==> config.mk <==
export PLATFORM = sky130hd
export DESIGN_NAME = instr_sequencer
export DESIGN_NICKNAME = d
export VERILOG_FILES = /design/src/rtl/instr_sequencer.sv
export SDC_FILE = /design/constraint.sdc
export NUM_CORES = 1
export LEC_CHECK = 0
export ABC_AREA = 1
export CAP_MARGIN = 30
export CORE_MARGIN = 8
export CORE_UTILIZATION = 56
export DETAILED_ROUTE_END_ITERATION = 16
export PLACE_DENSITY = 0.76
export SETUP_SLACK_MARGIN = 0.02
export SLEW_MARGIN = 40
export SYNTH_ARGS = -nofsm -noshare
export SYNTH_HDL_FRONTEND = slang
export SYNTH_SLANG_ARGS = --single-unit
==> constraint.sdc <==
create_clock -name clk -period 3.75 [get_ports clk]
set_clock_uncertainty 0.1 [all_clocks]
set_input_delay 0.75 -clock clk [delete_from_list [all_inputs] [get_ports clk]]
set_output_delay 0.75 -clock clk [all_outputs]
set_load 0.1 [all_outputs]
==> src/rtl/instr_sequencer.sv <==
// instr_sequencer
//   Producer end of the 13-bit processor instruction bus {op, reg, addr}.
//   The host loads a small program buffer. On start, the sequencer issues one
//   buffered word per clock. Issue can be stalled with pause or cancelled with
//   abort. When nothing is being issued, the bus keeps the last issued word.
//
// Ports
//   clk, rst        rising-edge clock, asynchronous active-low reset
//   prog_we/addr/   program buffer write port; writes are ignored while in RUN
//   prog_data
//   prog_len        number of words to run; sampled on start and clamped to DEPTH
//   start           begin execution from entry 0 (only accepted in IDLE)
//   pause           hold issue while high
//   abort           return to IDLE at once; takes priority over pause and issue
//   instruction     registered instruction word sent to the processor
//   instr_valid     high when the last edge issued a new word
//   busy            high in RUN and DONE
//   done            one-cycle pulse when the program has finished
//   pc              index of the next entry to issue
//   issue_count     number of words issued since reset (wraps)
module instr_sequencer #(
   parameter int DEPTH = 16,
   parameter int AW    = 4,
   parameter int CNT_W = 16
) (
   input  logic             clk,
   input  logic             rst,
   input  logic             prog_we,
   input  logic [AW-1:0]    prog_addr,
   input  logic [12:0]      prog_data,
   input  logic [AW:0]      prog_len,
   input  logic             start,
   input  logic             pause,
   input  logic             abort,
   output logic [12:0]      instruction,
   output logic             instr_valid,
   output logic             busy,
   output logic             done,
   output logic [AW-1:0]    pc,
   output logic [CNT_W-1:0] issue_count
);

   typedef enum logic [1:0] {IDLE, RUN, DONE} state_t;

   localparam logic [AW:0] LEN_MAX = (AW+1)'(DEPTH);

   state_t      state, state_d;
   logic [AW:0] len_q;
   logic [AW:0] len_clamp;
   logic        issue;
   logic        last;
   logic [12:0] mem [DEPTH];

   assign len_clamp = (prog_len > LEN_MAX) ? LEN_MAX : prog_len;
   // len_q is never 0 in RUN, so len_q-1 cannot underflow in this comparison.
   assign last      = ({1'b0, pc} == (len_q - 1'b1));

   // Next-state logic and issue decision
   always_comb begin
      state_d = state;
      issue   = 1'b0;
      case (state)
         IDLE: if (start) state_d = (prog_len == '0) ? DONE : RUN;
         RUN: begin
            if (abort) begin
               state_d = IDLE;
            end else if (!pause) begin
               issue = 1'b1;
               if (last) state_d = DONE;
            end
         end
         DONE:    state_d = IDLE;
         default: state_d = IDLE;
      endcase
   end

   always_ff @(posedge clk or negedge rst) begin
      if (!rst) begin
         state       <= IDLE;
         instruction <= '0;
         instr_valid <= 1'b0;
         busy        <= 1'b0;
         done        <= 1'b0;
         pc          <= '0;
         issue_count <= '0;
         len_q       <= '0;
      end else begin
         state <= state_d;
         busy  <= (state_d != IDLE);
         done  <= (state_d == DONE);
         case (state)
            IDLE: begin
               instr_valid <= 1'b0;
               if (start) begin
                  pc    <= '0;
                  len_q <= len_clamp;
               end
            end
            RUN: begin
               if (abort) begin
                  instr_valid <= 1'b0;
                  pc          <= '0;
               end else if (issue) begin
                  instruction <= mem[pc];
                  instr_valid <= 1'b1;
                  pc          <= pc + 1'b1;   // wraps to 0 after a full-buffer run
                  issue_count <= issue_count + 1'b1;
               end else begin
                  instr_valid <= 1'b0;        // paused: word and pc held
               end
            end
            // The final word stays valid through DONE and drops on the way back to IDLE.
            DONE:    instr_valid <= 1'b0;
            default: instr_valid <= 1'b0;
         endcase
      end
   end

   // The program buffer is not reset. Its contents survive reset and reruns.
   always_ff @(posedge clk) begin
      if (prog_we && state != RUN) mem[prog_addr] <= prog_data;
   end

endmodule

==> results.sh <==
export IMPL_outcome="finished clean"
export IMPL_placed_area_um2=11360
export IMPL_hold_path_class="primary input to async pin"
export IMPL_cts_max_level=1
export IMPL_r2r_end="busy"
export IMPL_slew_violations=0
export IMPL_fillCellCount=1436
export IMPL_vias_per_cell=5.477
export IMPL_ios=64
export IMPL_async_reset_ff_share_pct=17.13
export IMPL_drt_iter0_markers=685
export IMPL_final_area_um2=12120
export IMPL_cts_tree="yes"
export IMPL_grt_first_pass_wirelength_um=37060
export IMPL_wirelength_um=23490
export IMPL_gp_congestion=0.8679
export IMPL_critical_path_arrival_ns=1.82
export IMPL_end_kind="output port"
export IMPL_io_buffers=63
export IMPL_crit_family="flip-flops"
export IMPL_regToRegStartpoint="pc[3]"
export IMPL_r2r_slack_ns=1.32
export IMPL_static_leakage_power_nw=4.893
export IMPL_cts_clk_slew_worst_paths_ns=0.06
export IMPL_path_max_fanout=61
export IMPL_core_um2=18710
export IMPL_synth_area_leaders="edfxtp_1 58%, nand2_1 12%, dfrtp_1 10%, nor2_1 5.2%, nand3_1 4.4%"
export IMPL_cp_start_kind="register"
export IMPL_root_buffer="clkbuf_16"
export IMPL_clkSinkCount=251
export IMPL_yosysWarnings=0
export IMPL_drcViolationCount=0
export IMPL_hold_violations=0
export IMPL_maxSlewHeadroom_pct=50.00
export IMPL_syn_num_nets=1050
export IMPL_firstDrtPassIters=5
export IMPL_die_w_um=154.1
export IMPL_synth_yosys_seq_area_share_pct=68.57
export IMPL_grt_max_degree=106
export IMPL_ys_types=28
export IMPL_required_ns=2.90
export IMPL_grt_overflow=0
export IMPL_wl_per_cell_um=17.52
export IMPL_rsz0062_at_grt="false"
export IMPL_synth_area_per_cell_um2=10.48
export IMPL_syn_inst=1019
export IMPL_ys_flop_type="edfxtp_1"
export IMPL_vias=7344
export IMPL_initial_core_util_pct=57.08
export IMPL_antenna_found_initial=0
export IMPL_syn_area_um2=10680
export IMPL_path_cells="buf_4"
export IMPL_worst_slew_pin_transition_ns=0.7500
export IMPL_clockBufferDepth=3
export IMPL_synth_most_common_cell="nand2_1"
export IMPL_final_cells=1341
export IMPL_min_period_over_period_pct=71.16
export IMPL_yosys_top_cells_count="332 x nand2_1, 208 x edfxtp_1, 148 x nor2_1"
export IMPL_numCtsBuffers=25
export IMPL_synth_edf_count=208
export IMPL_fp_dieArea_um2=23740
export IMPL_ant_nets=0
export IMPL_first_global_vias=7103
export IMPL_yosys_area_top_type="edfxtp_1"
export IMPL_ys_ff_latch=251
export IMPL_cpMaxStageDelayCell="dfrtp_4"
export IMPL_tns_ns=0
export IMPL_cts_resized_gates=0
export IMPL_drive_gt1_share_pct=10.12
export IMPL_cts_setup_buffers=0
export IMPL_area_delta_synth_final_pct=13.52
export IMPL_antennaDiodeCount=0
export IMPL_yosysTopAreaCellShare_pct=58.50
export IMPL_ir_worst_vdd_uv=409.0
export IMPL_path_class="register to output port"
export IMPL_dp_hpwl_um=14660
export IMPL_slowest_delay_ns=0.87
export IMPL_ff2ff_path_depth=9
export IMPL_grt_usage_pct=19.54
export IMPL_max_freq_ghz=0.3748
export IMPL_cts_hold_buffers=0
export IMPL_rows=50
export IMPL_die_y_um=154.1
export IMPL_min_period_ns=2.668
export IMPL_setup_violations=0
export IMPL_worstSkewPairLatency_ns=0.52
export IMPL_critPathBufInv=1
export IMPL_dp_cells=1295
export IMPL_fin_nets=1119
export IMPL_p_per_area_nw_per_um2=664.1
export IMPL_drv_cap=0
## cell usage in the layout (no fill, tap or decap), types with 3 or more instances in the layout
cell type,Yosys,layout
clkinv_2,0,3
nor3_1,6,6
xor2_1,8,8
a21oi_1,4,4
xnor2_1,4,4
clkbuf_16,0,25
nand2_1,332,332
nor2_1,148,148
nand4_1,3,3
inv_1,41,40
nand3_1,94,94
edfxtp_1,208,208
clkbuf_1,12,7
clkinv_1,0,5
dfrtp_1,43,41
o21ai_1,4,4
buf_4,11,29
ha_1,3,3
nor2_2,3,3
inv_2,4,5
clkdlybuf4s50_1,0,26
buf_2,15,32
o21ai_0,56,56
## registers in the layout, summed over array words and instances, names as in the netlist
signal and cells:
busy 1, done 1, instr_valid 1, instruction 13
issue_count 16, len_q 5, mem 208, pc 4
state 2
## stage by stage
stage               util, %  setup WS (ns)  power (mW)  hold slack (ns)
floorplan                 -          1.571       5.301           0.3544
global placement      61.55          1.115       5.834           0.3689
detailed placement    60.71          1.065       5.766           0.3707
CTS                   64.79          1.025       8.075           0.1253
global route          64.80          1.012       8.407           0.1550
finish                64.80          1.082       8.051           0.1138
## area by class of cell
cell class / count / area, µm² / share of cell area [%]
multi-input cells: 677 / 2909 / 24.00
repair buffers: 88 / 658.1 / 5.429
well taps: 234 / 292.8 / 2.415
clock buffers: 33 / 665.6 / 5.491
inverters: 45 / 168.9 / 1.393
clock inverters: 13 / 97.59 / 0.8051
flip-flops and latches: 251 / 7330 / 60.47
## where the power goes
group	switching [mW]	internal, mW	total (mW)
sequential	0.211	3.18	3.39
clock	1.00	1.32	2.32
combinational	1.81	0.524	2.34
## cell families after synthesis
group,share of synthesized area [%]
adder cells (fa/ha/maj),0.3516
flip-flops,68.57
XOR/XNOR,0.9843
AND/OR/NAND/NOR,22.71
AO/OA/AOI/OAI,3.199
buffers and inverters,4.183
## layer usage
metal	track usage, %	part of all wire (%)	vias to the layer above
li1	-	-	3536
met1	26.24	43	3458
met2	32.06	47	299
met3	3.559	8.0	51
met4	5.600	2.2	0
met5	0	0	-
## worst max path at each step
stage               slack (ns)  cells past startpoint  startpoint        end
finish                    1.08                      1       pc[0]      pc[0]
floorplan                 1.57                      4     prog_we  mem[0][0]
detailed placement        1.06                      6     prog_we  mem[2][8]
CTS                       1.02                      1       pc[1]      pc[1]
global route              1.01                      1       pc[0]      pc[0]
global placement          1.12                      6     prog_we  mem[3][5]
Note: power is estimated with default switching activity, not from simulation.
